`src/rtl/exc_vector_fetch_pkg.sv`:
```
`default_nettype none
// ============================================================================
// Module   : exc_pkg
// Brief    : Shared select codes, cause codes and FSM states for the
//            exception vector fetch sequencer and the memory-address mux.
// Revision : 1.0 - initial release
// ============================================================================
package exc_pkg;

    // Memory-address mux select codes, shared with the address mux itself
    localparam logic [2:0] SEL_PC  = 3'b000;
    localparam logic [2:0] SEL_253 = 3'b010;
    localparam logic [2:0] SEL_254 = 3'b011;
    localparam logic [2:0] SEL_255 = 3'b100;

    localparam logic [1:0] CAUSE_NONE = 2'b00;
    localparam logic [1:0] CAUSE_OPC  = 2'b01;
    localparam logic [1:0] CAUSE_OVF  = 2'b10;
    localparam logic [1:0] CAUSE_DIV0 = 2'b11;

    typedef enum logic [1:0] {
        ST_IDLE = 2'd0,
        ST_WAIT = 2'd1,
        ST_LOAD = 2'd2,
        ST_DONE = 2'd3
    } state_t;

endpackage
`default_nettype wire

```
`src/rtl/exc_vector_fetch_priority_enc.sv`:
```
`default_nettype none
// ============================================================================
// Module   : exc_priority_enc
// Brief    : Fixed-priority encoder (opcode > overflow > div0) producing the
//            exception cause and the matching vector-byte select code.
// Revision : 1.0 - initial release
// ============================================================================
module exc_priority_enc
    import exc_pkg::*;
(
    input  logic       exc_opcode,
    input  logic       exc_overflow,
    input  logic       exc_div0,
    output logic       valid,
    output logic [1:0] cause,
    output logic [2:0] sel
);

    always_comb begin
        valid = 1'b1;
        cause = CAUSE_NONE;
        sel   = SEL_PC;
        if (exc_opcode) begin
            cause = CAUSE_OPC;
            sel   = SEL_253;
        end else if (exc_overflow) begin
            cause = CAUSE_OVF;
            sel   = SEL_254;
        end else if (exc_div0) begin
            cause = CAUSE_DIV0;
            sel   = SEL_255;
        end else begin
            valid = 1'b0;
        end
    end

endmodule
`default_nettype wire

```
`src/rtl/exc_vector_fetch.sv`:
```
`default_nettype none
// ============================================================================
// Module   : exc_vector_fetch
// Brief    : Exception sequencer: saves EPC, selects the vector byte address,
//            waits out memory latency and loads PC with the handler byte.
// Revision : 1.0 - initial release
// ============================================================================
module exc_vector_fetch
    import exc_pkg::*;
#(
    parameter int MEM_LAT   = 2,
    parameter int PC_OFFSET = 4
) (
    input  logic        clk,
    input  logic        reset,
    input  logic        exc_opcode,
    input  logic        exc_overflow,
    input  logic        exc_div0,
    input  logic [31:0] pc_in,
    input  logic [31:0] mem_data_in,
    output logic [2:0]  mem_adrs_sel,
    output logic [31:0] epc_out,
    output logic        epc_write,
    output logic [31:0] pc_out,
    output logic        pc_write,
    output logic [1:0]  exc_cause,
    output logic        busy,
    output logic        done,
    output logic        missed
);

    localparam logic [3:0]  c_cnt_last  = 4'(MEM_LAT - 1);
    localparam logic [31:0] c_pc_offset = 32'(PC_OFFSET);

    state_t     r_state;
    logic [3:0] r_cnt;

    logic       w_valid;
    logic [1:0] w_cause;
    logic [2:0] w_sel;
    logic       w_unused_data;

    assign w_unused_data = ^mem_data_in[31:8];

    exc_priority_enc u_prio (
        .exc_opcode   (exc_opcode),
        .exc_overflow (exc_overflow),
        .exc_div0     (exc_div0),
        .valid        (w_valid),
        .cause        (w_cause),
        .sel          (w_sel)
    );

    always_ff @(posedge clk) begin
        if (reset) begin
            r_state      <= ST_IDLE;
            r_cnt        <= 4'd0;
            mem_adrs_sel <= SEL_PC;
            epc_out      <= 32'd0;
            epc_write    <= 1'b0;
            pc_out       <= 32'd0;
            pc_write     <= 1'b0;
            exc_cause    <= CAUSE_NONE;
            busy         <= 1'b0;
            done         <= 1'b0;
            missed       <= 1'b0;
        end else begin
            epc_write <= 1'b0;
            pc_write  <= 1'b0;
            done      <= 1'b0;

            if (r_state != ST_IDLE && w_valid) begin
                missed <= 1'b1;
            end

            case (r_state)
                ST_IDLE: begin
                    if (w_valid) begin
                        exc_cause    <= w_cause;
                        epc_out      <= pc_in - c_pc_offset;
                        mem_adrs_sel <= w_sel;
                        epc_write    <= 1'b1;
                        busy         <= 1'b1;
                        r_cnt        <= 4'd0;
                        r_state      <= ST_WAIT;
                    end else begin
                        mem_adrs_sel <= SEL_PC;
                    end
                end
                ST_WAIT: begin
                    r_cnt <= r_cnt + 4'd1;
                    // The PC load happens on the edge entering LOAD, so the
                    // LOAD cycle is the one carrying the pc_write strobe.
                    if (r_cnt == c_cnt_last) begin
                        pc_out   <= {24'd0, mem_data_in[7:0]};
                        pc_write <= 1'b1;
                        r_state  <= ST_LOAD;
                    end
                end
                ST_LOAD: begin
                    mem_adrs_sel <= SEL_PC;
                    done         <= 1'b1;
                    r_state      <= ST_DONE;
                end
                ST_DONE: begin
                    busy    <= 1'b0;
                    r_state <= ST_IDLE;
                end
                default: r_state <= ST_IDLE;
            endcase
        end
    end

endmodule
`default_nettype wire

```
`config.mk`:
```
export PLATFORM = sky130hd
export DESIGN_NAME = exc_vector_fetch
export DESIGN_NICKNAME = d
export VERILOG_FILES = /design/src/rtl/exc_vector_fetch_pkg.sv /design/src/rtl/exc_vector_fetch_priority_enc.sv /design/src/rtl/exc_vector_fetch.sv
export SDC_FILE = /design/constraint.sdc
export NUM_CORES = 1
export LEC_CHECK = 0
export CAP_MARGIN = 40
export CORE_UTILIZATION = 37
export CTS_CLUSTER_SIZE = 10
export DETAILED_ROUTE_END_ITERATION = 8
export PLACE_DENSITY_LB_ADDON = 0.1
export SYNTH_ARGS = -nofsm -noshare
export SYNTH_HDL_FRONTEND = slang
export SYNTH_SLANG_ARGS = --single-unit
```
`constraint.sdc`:
```
create_clock -name clk -period 2 [get_ports clk]
set_input_delay 0.3 -clock clk [delete_from_list [all_inputs] [get_ports clk]]
set_output_delay 0.3 -clock clk [all_outputs]
set_load 0.03 [all_outputs]
```
==> results of run 1 <==
## cell usage in the layout, fill, tap and decap left out, drive strengths merged, types with 11 or more instances in the layout
| master | netlist | layout |
|---|---|---|
| a21oi | 16 | 16 |
| a211oi | 11 | 11 |
| a311oi | 19 | 19 |
| nor2 | 52 | 52 |
| nand2 | 33 | 33 |
| or4 | 14 | 14 |
| conb | 1 | 24 |
| clkdlybuf4s50 | 0 | 80 |
| dfxtp | 56 | 56 |
| o31ai | 13 | 13 |
| buf | 26 | 72 |
## state kept, by name, indices dropped and copies added, names as in the netlist
| name | flops |
|---|---|
| busy | 1 |
| done | 1 |
| epc_out | 32 |
| epc_write | 1 |
| exc_cause | 2 |
| mem_adrs_sel | 3 |
| missed | 1 |
| pc_out | 8 |
| pc_write | 1 |
| r_cnt | 4 |
| r_state | 2 |
## stage by stage
stage	TNS, ns	cell area [µm²]	instances	hold WS, ns	power [µW]
floorplan	0	3070	378	0.396	3250
global placement	-4.90	4380	600	0.443	4220
detailed placement	-6.32	4380	600	0.447	4250
CTS	0	4500	609	0.372	5020
global route	-0.0264	4550	610	0.374	5290
finish	0	4550	610	0.370	4980
## worst reg2reg max path, cell delays in order (launching register included)
cell,delay (ns)
dfxtp_1,0.35
inv_1,0.10
ha_1,0.16
or4b_2,0.64
nand2_1,0.13
mux2_2,0.34
nor2_1,0.07
## logic make-up after synthesis
kind of cell,synth area share (%)
AND/OR/NAND/NOR,27.9
other,0.126
flip-flops,37.6
adder cells (fa/ha/maj),2.94
buffers and inverters,10.4
AO/OA/AOI/OAI,18.3
multiplexers,0.713
XOR/XNOR,2.06
## metal layers
layer  routed length (µm)  GRT usage (%)  vias to the layer above  share of wire (%)
li1                     -              -                     1559                  -
met1                 3490           23.8                     1467                 43
met2                 4130           35.9                       72                 51
met3                  348           3.48                        9                4.3
met4                  108           4.95                        0                1.3
met5                    0              0                        -                  0
## power by group through the flow
| stage | logic (µW) | clock network [µW] | registers, µW |
|---|---|---|---|
| detailed placement | 2560 | 0 | 1690 |
| global placement | 2540 | 0 | 1680 |
| finish | 2550 | 760 | 1660 |
| CTS | 2560 | 790 | 1670 |
| floorplan | 954 | 0 | 2300 |
| global route | 2750 | 829 | 1710 |
## area by class of cell
type | instances | area [µm²] | share of cell area, %
Tap cell | 102 | 128 | 2.80
Clock buffer | 5 | 68.8 | 1.51
Timing Repair Buffer | 165 | 1480 | 32.6
Clock inverter | 3 | 47.5 | 1.04
Sequential cell | 56 | 1120 | 24.6
Multi-Input combinational cell | 273 | 1680 | 36.9
Inverter | 6 | 22.5 | 0.495
## final timing paths
| check | from | endpoint | depth (start not counted) |
|---|---|---|---|
| max | pc_in[14] | epc_out[27] | 6 |
| min reg2reg | pc_out[7] | pc_out[7] | 2 |
| min | pc_in[15] | epc_out[15] | 3 |
| max reg2reg | r_state[0] | r_cnt[1] | 6 |
## timing repair
action	in CTS	in global routing
buffers inserted	1	1
gates resized for setup	14	9
pin swaps	6	4
setup endpoints to repair	9	12
==> out/qor.txt, run 1 <==
# port buffers: 94
worst min-delay path class: input pin to flop
Top FF cell, synth: dfxtp_1
CP Capture Type: flop
Synth top area share: 37.6%
Residual DRC: 0
Async S/R FF share, synth: 0%
Rows: 32
drt first pass iters: 4
CTS Sinks: 56
Worst Path Buf+Inv: 2
Wirelength per Cell: 13.2 µm
CP Class: input pin to flop
FF-to-FF setup slack: 0.14 ns
clk_lat worst skew: 0.31 ns
Max Clock Skew: 0.00656 ns
setup violators final: 0
register area share after synthesis: 37.6%
CP max stage delay: 0.47 ns
Pwr per Cell Area: 1090 nW/µm²
Clock transition at path regs: 0.10 ns
Clock power frac: 15.3%
Max Clk Rate: 513 MHz
Critical Path, Cell by Cell: clkdlybuf4s50_1 > nor4_1 > nand4_1 > buf_4 > or4_1 > a311oi_1
leading area contributor after synthesis: dfxtp_1
number of diodes: 0
Slowest cell on crit path: clkdlybuf4s50_1
Flop pwr share: 33.4%
Post-Place Worst Slack: -0.458 ns
Hold-fix buffers, CTS: 0
Final min period: 1.95 ns
Int Pwr: 2900 µW
final hold violation count: 0
top post-synthesis cells by count: 56 x dfxtp_1, 52 x nor2_1, 33 x nand2_1
Die W: 91.8 µm
Worst-Margin Slew: 0.629 ns
core region area: 7770 µm²
initial antenna violation count: 0
WP data required: 2.22 ns
TritonCTS clock tree: built
family with the most delay on the worst path: simple AND/OR/NAND/NOR gates
CTS Root Cell: clkbuf_8
clock buffer depth: 2
Setup crit start kind: input pin
Switch Pwr: 2080 µW
Post-Route WL: 8.07 mm
fin. max-slew vios: 0
max_cap viols: 0
CP arrival: 2.17 ns
RSZ-0062 raised after global routing: true
clock buffer count from CTS: 5
top-count cell post-synth: dfxtp_1
GRT overflow: 0
die height: 91.8 µm
synthesized area: 2980 µm²
first-pass GRT wire length: 13.4 mm
final worst setup slack: 0.0512 ns
fin nets: 583
worst rel slew slack: 58.0%
die area: 8420 µm²
Final Cycle Share: 97.4%
number of synthesized flops with an enable pin: 0
pin count of the biggest net entering global routing: 58
static leakage: 0.00176 µW
Switching Share: 41.7%
H-Tree Depth: 2
DRT iter0 DRCs: 114
vias in the first global route: 2,933
Synth area leaders: dfxtp_1 38%, nor2_1 6.5%, buf_4 6.0%
total track usage: 19.7%
Area Overhead vs Synth: 52.6%
Ys Warns: 0
hpwl dp: 6.19 mm
Vias: 3,107
flops & latches, synth: 56
status: complete, no violations
layout cells sized above 1: 19.7%
vias per cell: 5.09
final core area utilization: 58.6%
Antenna Nets Post-Route: 0
global placer's final weighted congestion: 0.780
IO Pins: 143
syn_area_per_cell: 8.40 µm²
Synth Instances: 355
number of different library cells in the post-synthesis netlist: 48
Layout fillers: 730
Worst VDD drop: 0.463 mV
Initial Util: 38.4%
largest fanout on the critical path: 6
Comb power frac: 51.3%
Power figures use the tool's default switching activity.
==> run 2: changes to the inputs <==
--- a/config.mk
+++ b/config.mk
@@ -9,7 +9,8 @@
 export CORE_UTILIZATION = 37
 export CTS_CLUSTER_SIZE = 10
 export DETAILED_ROUTE_END_ITERATION = 8
-export PLACE_DENSITY_LB_ADDON = 0.1
+export PLACE_DENSITY = 0.77
 export SYNTH_ARGS = -nofsm -noshare
 export SYNTH_HDL_FRONTEND = slang
+export SYNTH_HIERARCHICAL = 1
 export SYNTH_SLANG_ARGS = --single-unit
==> out/qor.txt, run 2 <==
drt first pass iters: 4
largest family of logic cells by synthesized area: simple AND/OR/NAND/NOR gates
largest fanout on the critical path: 4
die height: 91.1 µm
xor/xnor share of the synthesized area: 2.68%
Ys Warns: 6
initial antenna violation count: 0
synthesized area: 2940 µm²
clk_lat worst skew: 0.31 ns
status: complete, no violations
max_cap viols: 0
number of synthesized flops with an enable pin: 0
RSZ-0062 raised after global routing: true
total track usage: 21.1%
# port buffers: 94
Antenna Nets Post-Route: 0
fin nets: 581
Residual DRC: 0
top post-synthesis cells by count: 56 x dfxtp_1, 39 x nand2_1, 29 x a21oi_1
final hold violation count: 0
die area: 8300 µm²
CP arrival: 2.24 ns
Synth top area share: 38.2%
clock buffer count from CTS: 5
vias in the first global route: 3,016
overall power: 4970 µW
worst min-delay path class: input pin to flop
CP max stage delay: 0.54 ns
Initial Util: 38.2%
GRT overflow: 0
Top FF cell, synth: dfxtp_1
vias per cell: 5.25
core region area: 7690 µm²
commonest non-fill, non-tap cell in the layout: clkdlybuf4s50_1
register area share after synthesis: 38.2%
Hold-fix buffers, CTS: 0
Final Cycle Share: 99.7%
global placer's final weighted congestion: 0.895
Synth area leaders: dfxtp_1 38%, buf_4 6.1%, nand2_1 5.0%
Setup crit start kind: input pin
number of different library cells in the post-synthesis netlist: 49
Rows: 32
syn_area_per_cell: 8.07 µm²
CP Class: input pin to flop
CTS Root Cell: clkbuf_8
Critical Path, Cell by Cell: clkdlybuf4s15_2 > or4_4 > or3_4 > buf_4 > or4_4 > a31oi_1
Slowest cell on crit path: or4_4
WP data required: 2.25 ns
post-synthesis mux area share: 0.341%
Max Clk Rate: 502 MHz
Async S/R FF share, synth: 0%
static leakage: 0.00175 µW
CTS Sinks: 56
placed instance area: 4280 µm²
TritonCTS clock tree: built
Final min period: 1.99 ns
layout cells sized above 1: 19.4%
clock buffer depth: 2
Synth Instances: 364
Area Overhead vs Synth: 52.0%
Pwr per Cell Area: 1110 nW/µm²
Regs by FF count: epc_out: 32 flops, pc_out: 8 flops, r_cnt: 4 flops
Worst VDD drop: 0.652 mV
Layout fillers: 701
Top reg by flops: epc_out
H-Tree Depth: 2
Die W: 91.1 µm
Clock transition at path regs: 0.10 ns
design area: 4460 µm²
flops & latches, synth: 56
max reg flops: 32
Post-Route WL: 8.95 mm
Vias: 3,193
Wirelength per Cell: 14.7 µm
first-pass GRT wire length: 14.2 mm
post-synthesis compound-gate area fraction: 18.6%
number of diodes: 0
post-synthesis simple-gate area fraction: 25.8%
fin. max-slew vios: 0
DRT iter0 DRCs: 128
Max Clock Skew: 0.00659 ns
CP dominant cell by count: or4_4
leading area contributor after synthesis: dfxtp_1
pin count of the biggest net entering global routing: 42
hpwl dp: 6.32 mm
Synth Area in Adders: 2.98%
Sum Neg Setup Slack: 0 ns
setup violators final: 0
top-count cell post-synth: dfxtp_1
CP Capture Type: flop
IO Pins: 143
commonest cells after routing, fill and taps aside: 73 x clkdlybuf4s50_1, 59 x buf_4, 56 x dfxtp_1, 39 x nand2_1, 29 x a21oi_1
-- run 2: kinds of logic (layout without fill, tap and decap cells) --
| kind of cell | count (synthesis) | count (layout) |
|---|---|---|
| multiplexers | 1 | 1 |
| AND/OR/NAND/NOR | 146 | 148 |
| flip-flops | 56 | 56 |
| AO/OA/AOI/OAI | 87 | 87 |
| XOR/XNOR | 9 | 9 |
| adder cells (fa/ha/maj) | 7 | 7 |
| buffers and inverters | 57 | 174 |
| other | 1 | 24 |
-- run 2: layout make-up --
| class | instances | area [µm²] | share of cell area (%) |
|---|---|---|---|
| Timing Repair Buffer | 156 | 1400 | 31.4 |
| Multi-Input combinational cell | 276 | 1650 | 36.9 |
| Inverter | 10 | 37.5 | 0.841 |
| Sequential cell | 56 | 1120 | 25.1 |
| Tap cell | 102 | 128 | 2.86 |
| Clock buffer | 7 | 96.3 | 2.16 |
| Clock inverter | 1 | 30.0 | 0.673 |
-- run 2: repair_timing --
item                                    in CTS  in global routing
gates cloned                                 2                  0
pin swaps                                   18                  4
setup buffers                                3                  0
endpoints found under the setup margin      14                  7
gates resized for setup                     32                 10
-- run 2: path summary, 6_finish.rpt --
check                      to  depth (start not counted)  slack, ns        from
setup / recovery  epc_out[27]                          6      0.006    pc_in[3]
hold / removal    epc_out[18]                          3       0.31   pc_in[18]
setup reg to reg  epc_out[31]                          6       0.15  r_state[0]
hold reg to reg    epc_out[1]                          2       0.47  epc_out[1]
-- run 2: power breakdown --
part,leakage [µW],switching (µW),internal (µW)
clock network,0.0000645,376,442
registers,0.000462,202,1450
logic,0.00123,1490,1020
-- run 2: through the flow --
| step | hold slack [ns] | util [%] | worst slack, ns | std cells |
|---|---|---|---|---|
| detailed placement | 0.452 | 55.6 | -0.641 | 595 |
| CTS | 0.378 | 57.8 | 0.00604 | 608 |
| global placement | 0.443 | 55.6 | -0.602 | 595 |
| finish | 0.307 | 58.1 | 0.00618 | 608 |
| floorplan | 0.396 | - | -0.292 | 387 |
| global route | 0.333 | 58.1 | -0.0345 | 608 |
-- run 2: worst max-delay path: cells and delay by family --
kind	cells	cell delay, ns
buf+inv	2	0.36
compound gates	1	0.15
simple gates	3	1.43
-- run 2: per-layer routing --
metal  up-vias  share of wire [%]  routed length [µm]  track usage (%)
met2       116                 50                4510             37.8
met5         -                  0                   0                0
li1       1550                  -                   -                -
met4         0               0.98                  88             7.28
met1      1516                 43                3810             24.5
met3        11                5.9                 532             5.03
==> run 3: changes to the inputs <==
==> constraint.sdc (replaced) <==
create_clock -name clk -period 1.6 [get_ports clk]
set_input_delay 0.24 -clock clk [delete_from_list [all_inputs] [get_ports clk]]
set_output_delay 0.24 -clock clk [all_outputs]
set_load 0.03 [all_outputs]
==> out/qor.txt, run 3 (same netlist as run 2, synthesis figures left out) <==
status: complete, but fails checks
failing checks: negative setup slack
number of diodes: 0
WP data required: 1.84 ns
worst min-delay path class: input pin to flop
Clock transition at path regs: 0.10 ns
final instance count without filler cells: 643
Initial Util: 38.2%
Worst VDD drop: 0.720 mV
CP arrival: 2.22 ns
Rows: 32
IO Pins: 143
core region area: 7690 µm²
CP max stage delay: 0.59 ns
Slowest cell on crit path: or4_4
Sum Neg Setup Slack: -2.26 ns
Critical Path, Cell by Cell: buf_6 > or4_4 > or4_4 > or4_4 > a31oi_4
CP dominant cell by count: or4_4
Vias: 3,410
vias per cell: 5.30
Max Clk Rate: 505 MHz
FF-to-FF setup slack: -0.12 ns
drt first pass iters: 5
overall power: 6220 µW
Hold-fix buffers, CTS: 0
vias in the first global route: 3,372
pin count of the biggest net entering global routing: 24
placed insts: 616
largest fanout on the critical path: 8
Die W: 91.1 µm
setup violators final: 13
# port buffers: 94
clock buffer depth: 2
initial antenna violation count: 0
max reg flops: 32
max_cap viols: 0
die area: 8300 µm²
total track usage: 23.1%
hold_sp: pc_in[18]
Antenna Nets Post-Route: 0
hpwl dp: 6.85 mm
Final min period: 1.98 ns
commonest cells after routing, fill and taps aside: 82 x buf_4, 56 x dfxtp_1, 39 x nand2_1, 38 x dlymetal6s2s_1
TritonCTS clock tree: built
Setup crit start kind: input pin
die height: 91.1 µm
Residual DRC: 0
static leakage: 0.00258 µW
Layout fillers: 600
CTS Sinks: 56
H-Tree Depth: 2
final hold violation count: 0
Worst R2R End: epc_out[31]
GR peak layer: met2
CP Capture Type: flop
Top reg by flops: epc_out
Area Overhead vs Synth: 71.8%
Final Cycle Share: 124%
first-pass GRT wire length: 15.5 mm
Cells on Worst Hold Path: 3
Regs by FF count: epc_out: 32 flops, pc_out: 8 flops, r_cnt: 4 flops
Post-Route WL: 10.1 mm
layout cells sized above 1: 31.2%
fin. max-slew vios: 0
final worst setup slack: -0.381 ns
met3 usage: 5.36%
DRT iter0 DRCs: 124
Pwr per Cell Area: 1230 nW/µm²
global placer's final weighted congestion: 0.865
met2 Usage GRT: 42.0%
fraction of met1 tracks used by global routing: 25.9%
worst reg-to-reg path cell count: 6
fin nets: 616
CP Class: input pin to flop
RSZ-0062 raised after global routing: true
clk_lat worst skew: 0.31 ns
Max Clock Skew: 0.00951 ns
reg2reg start: r_state[0]
CTS Root Cell: clkbuf_8
commonest non-fill, non-tap cell in the layout: buf_4
GRT overflow: 0
Wirelength per Cell: 15.8 µm
clock buffer count from CTS: 5
Hold Path End: epc_out[18]
run 3: cell type report:
cell class                 count  area (µm²)  share of cell area (%)
multi-input combinational    275        1870                    37.0
timing repair buffer         192        1800                    35.6
sequential                    56        1120                    22.2
tap                          102         128                    2.53
clock buffer                   8        90.1                    1.79
inverter                      10        42.5                   0.843
run 3: metrics by stage:
stage	setup slack [ns]	hold slack [ns]	utilization (%)	instance area, µm²
4_1_cts	-0.278	0.216	61.5	4730
6_report	-0.381	0.223	65.6	5040
3_3_place_gp	-0.942	0.442	57.7	4440
5_1_grt	-0.394	0.262	65.6	5040
2_1_floorplan	-0.632	0.336	-	3100
3_5_place_dp	-1.03	0.447	57.7	4440
run 3: critical path, delay by kind of cell:
kind                   cells  cell delay [ns]
AO/OA/AOI/OAI              1             0.19
buffers and inverters      1             0.09
AND/OR/NAND/NOR            3             1.70
run 3: repair_timing:
item	4_1_cts	5_1_grt
setup buffers	12	7
endpoints found under the setup margin	49	68
gates resized for setup	114	72
cloned	1	0
pin swaps	28	22
run 3: worst max path at each step:
stage	start	end	cells past startpoint
3_3_place_gp	pc_in[13]	epc_out[29]	5
4_1_cts	pc_in[15]	epc_out[29]	5
2_1_floorplan	pc_in[13]	epc_out[23]	6
5_1_grt	pc_in[16]	epc_out[29]	5
3_5_place_dp	pc_in[13]	epc_out[30]	5
6_report	pc_in[16]	epc_out[30]	5
run 3: layer usage:
layer  vias to the layer above  share of wire (%)
li1                       1622                  -
met1                      1589                 39
met2                       166                 51
met3                        33                6.9
met4                         0                3.0
met5                         -                  0
run 3: report_power, final:
| part | switching [µW] | total [µW] | internal, µW | leakage, µW |
|---|---|---|---|---|
| combinational | 2020 | 3380 | 1370 | 0.00208 |
| sequential | 223 | 2030 | 1810 | 0.000462 |
| clock | 448 | 803 | 355 | 0.0000455 |
| total | 2690 | 6220 | 3530 | 0.00258 |
==> RTL edit (config.mk and constraints of run 3) <==
The 4 states of `state_t` get a Gray code encoding in 2 bits.
--- a/src/rtl/exc_vector_fetch_pkg.sv
+++ b/src/rtl/exc_vector_fetch_pkg.sv
@@ -21,6 +21,6 @@
     typedef enum logic [1:0] {
-        ST_IDLE = 2'd0,
-        ST_WAIT = 2'd1,
-        ST_LOAD = 2'd2,
-        ST_DONE = 2'd3
+        ST_IDLE = 2'b00,
+        ST_WAIT = 2'b01,
+        ST_LOAD = 2'b11,
+        ST_DONE = 2'b10
     } state_t;
Behaviour: same outputs for any inputs over 10 cycles, from zero or initial values and one cycle with reset high; not proved beyond that.
==> RTL edit against run 3 <==
- hold slack better by 0.077 ns
- synthesized area down 3.1%
- the run still ends with setup timing left
- design area down 7.8%
- worst setup slack worse by 0.027 ns
- synthesized cell count down 3.8%
- sequential cell count unchanged
- global-route usage down 2.9 points
- maximum frequency down 1.3%
- critical path depth up 1
- count of clock-buffer cells in the layout down 3
- first-iteration DRC count down 10%
- routed wire length down 17%
Power is not compared: it rests on default switching activity, and its combinational part moved more than twofold at a synthesized area within 25%.
==> RTL edit: results (changes against run 3) <==
Run status
  • Status: complete, but fails checks (unchanged)
  • Failing checks: setup timing (unchanged)

Placed design
  • Worst slack at placement: -1.18 ns (was -1.03 ns)
  • DP Area: 4200 um^2 (was 4440 um^2)
  • Post-DP HPWL: 5470 um (was 6850 um)
  • Cell count after placement: 575 (was 616)
  • RePlAce Congestion: 0.783 (was 0.865)

Global routing
  • Vias in the first global route: 2,879 (was 3,372)
  • Global-route wire length before repair: 13,500 um (was 15,500 um)
  • Grt met2 use: 0.365 (was 0.420)
  • Tot GR Track Use: 0.202 (was 0.231)
  • M3 GR Usage: 0.0372 (was 0.0536)
  • Met1 Resource Use GR: 0.239 (was 0.259)

Setup path
  • Crit-path max FO: 6 (was 8)
  • R2R Setup Slk: 0.07 ns (was -0.12 ns)
  • RR Endpoint: epc_out[9] (was epc_out[31])
  • Critical Path Max Stage Delay: 0.54 ns (was 0.59 ns)
  • Reg2Reg Depth: 6 (unchanged)
  • Arrival time at the worst endpoint: 2.25 ns (was 2.22 ns)

Layout
  • ClkCell Share: 0.0188 (was 0.0179)
  • Total area of sequential cells: 1120 um^2 (about the same)
  • Final #Nets: 569 (was 616)
  • Fraction of layout cells with a size suffix above 1: 0.255 (was 0.312)
  • Multi-input gate share of the layout cell area: 0.369 (was 0.370)
  • Seq cells: 56 (unchanged)
  • Multi-input gates: 262 (was 275)
  • Non-clk bufs: 159 (was 192)

Timing
  • Hold Slack: 0.300 ns (was 0.223 ns)
  • Worst-case clock skew: 0.0113 ns (was 0.00951 ns)
  • Final TNS setup: -5.76 ns (was -2.26 ns)
  • Setup slack after layout: -0.408 ns (was -0.381 ns)
  • Final Setup Violations: 20 (was 13)

Logic synthesis
  • Top post-synthesis cells by area: dfxtp_1, buf_4, a311oi_1 (was dfxtp_1, buf_4, nand2_1)
  • Register area share after synthesis: 0.394 (was 0.382)
  • Average cell area after synthesis: 8.13 um^2 (was 8.07 um^2)
  • Post-synth top cells: dfxtp_1, nor2_1, nand2_1 (was dfxtp_1, nand2_1, a21oi_1)
  • Yosys warning count: 6 (unchanged)
  • Synth unique cells: 37 (was 49)

Detailed routing
  • DR iter-0 viols: 111 (was 124)
  • Final WL: 8400 um (was 10,100 um)
  • Post-Route M1 WL: 3440 um (was 4000 um)
  • Initial DRT Pass Iterations: 4 (was 5)
  • Met3 wire len: 349 um (was 699 um)
  • Vias/cell: 5.04 (was 5.30)

Floorplanning
  • Core area: 7330 um^2 (was 7690 um^2)

CTS
  • Clock latency on the worst-skew pair: 0.31 ns (about the same)

Min path
  • HP Start: pc_in[5] (was pc_in[18])
  • Hold Path Sink: epc_out[5] (was epc_out[18])

Power
  • PD cells: 876 nW/um^2
RTL edit: cell types whose count changed in the layout (fill, tap and decap cells not counted), moves of 10 or more:
| cell | run 3 | this run |
|---|---|---|
| dlymetal6s2s_1 | 38 | 26 |
| buf_4 | 82 | 56 |
| buf_6 | 24 | 4 |
| nor3_1 | 13 | 3 |
| nor2_1 | 27 | 43 |
| o21ai_0 | 19 | 8 |
| clkdlybuf4s50_1 | 24 | 39 |
RTL edit: repair_timing:
action,4_1_cts,5_1_grt
pin swaps,25,25
buffers inserted,7,4
gates cloned,2,0
endpoints found under the setup margin,40,60
hold endpoints to repair,0,0
resized for setup,75,59
RTL edit: cell families (layout without fill, tap and decap cells):
group | Yosys count | in the layout | synth area share
other | 1 | 24 | 0.00132
buffers and inverters | 55 | 176 | 0.105
adder cells (fa/ha/maj) | 7 | 7 | 0.0308
AND/OR/NAND/NOR | 144 | 144 | 0.254
flip-flops | 56 | 56 | 0.394
AO/OA/AOI/OAI | 79 | 79 | 0.190
XOR/XNOR | 8 | 8 | 0.0246
RTL edit: power groups by stage:
stage / registers, mW / clock network (mW) / logic (mW)
global placement: 1.70 / 0 / 1.51
detailed placement: 1.71 / 0 / 1.53
finish: 1.68 / 0.770 / 1.62
floorplan: 2.02 / 0 / 0.592
CTS: 1.68 / 0.793 / 1.59
global route: 1.70 / 0.831 / 1.73
RTL edit: worst max path at each step:
stage / from / to / slack [ns]
after floorplan: pc_in[9] / epc_out[29] / -0.69
after global placement: pc_in[2] / epc_out[29] / -1.14
after detailed placement: pc_in[9] / epc_out[29] / -1.18
after CTS: pc_in[2] / epc_out[30] / -0.56
after global routing: pc_in[3] / epc_out[29] / -0.43
final: pc_in[3] / epc_out[29] / -0.41
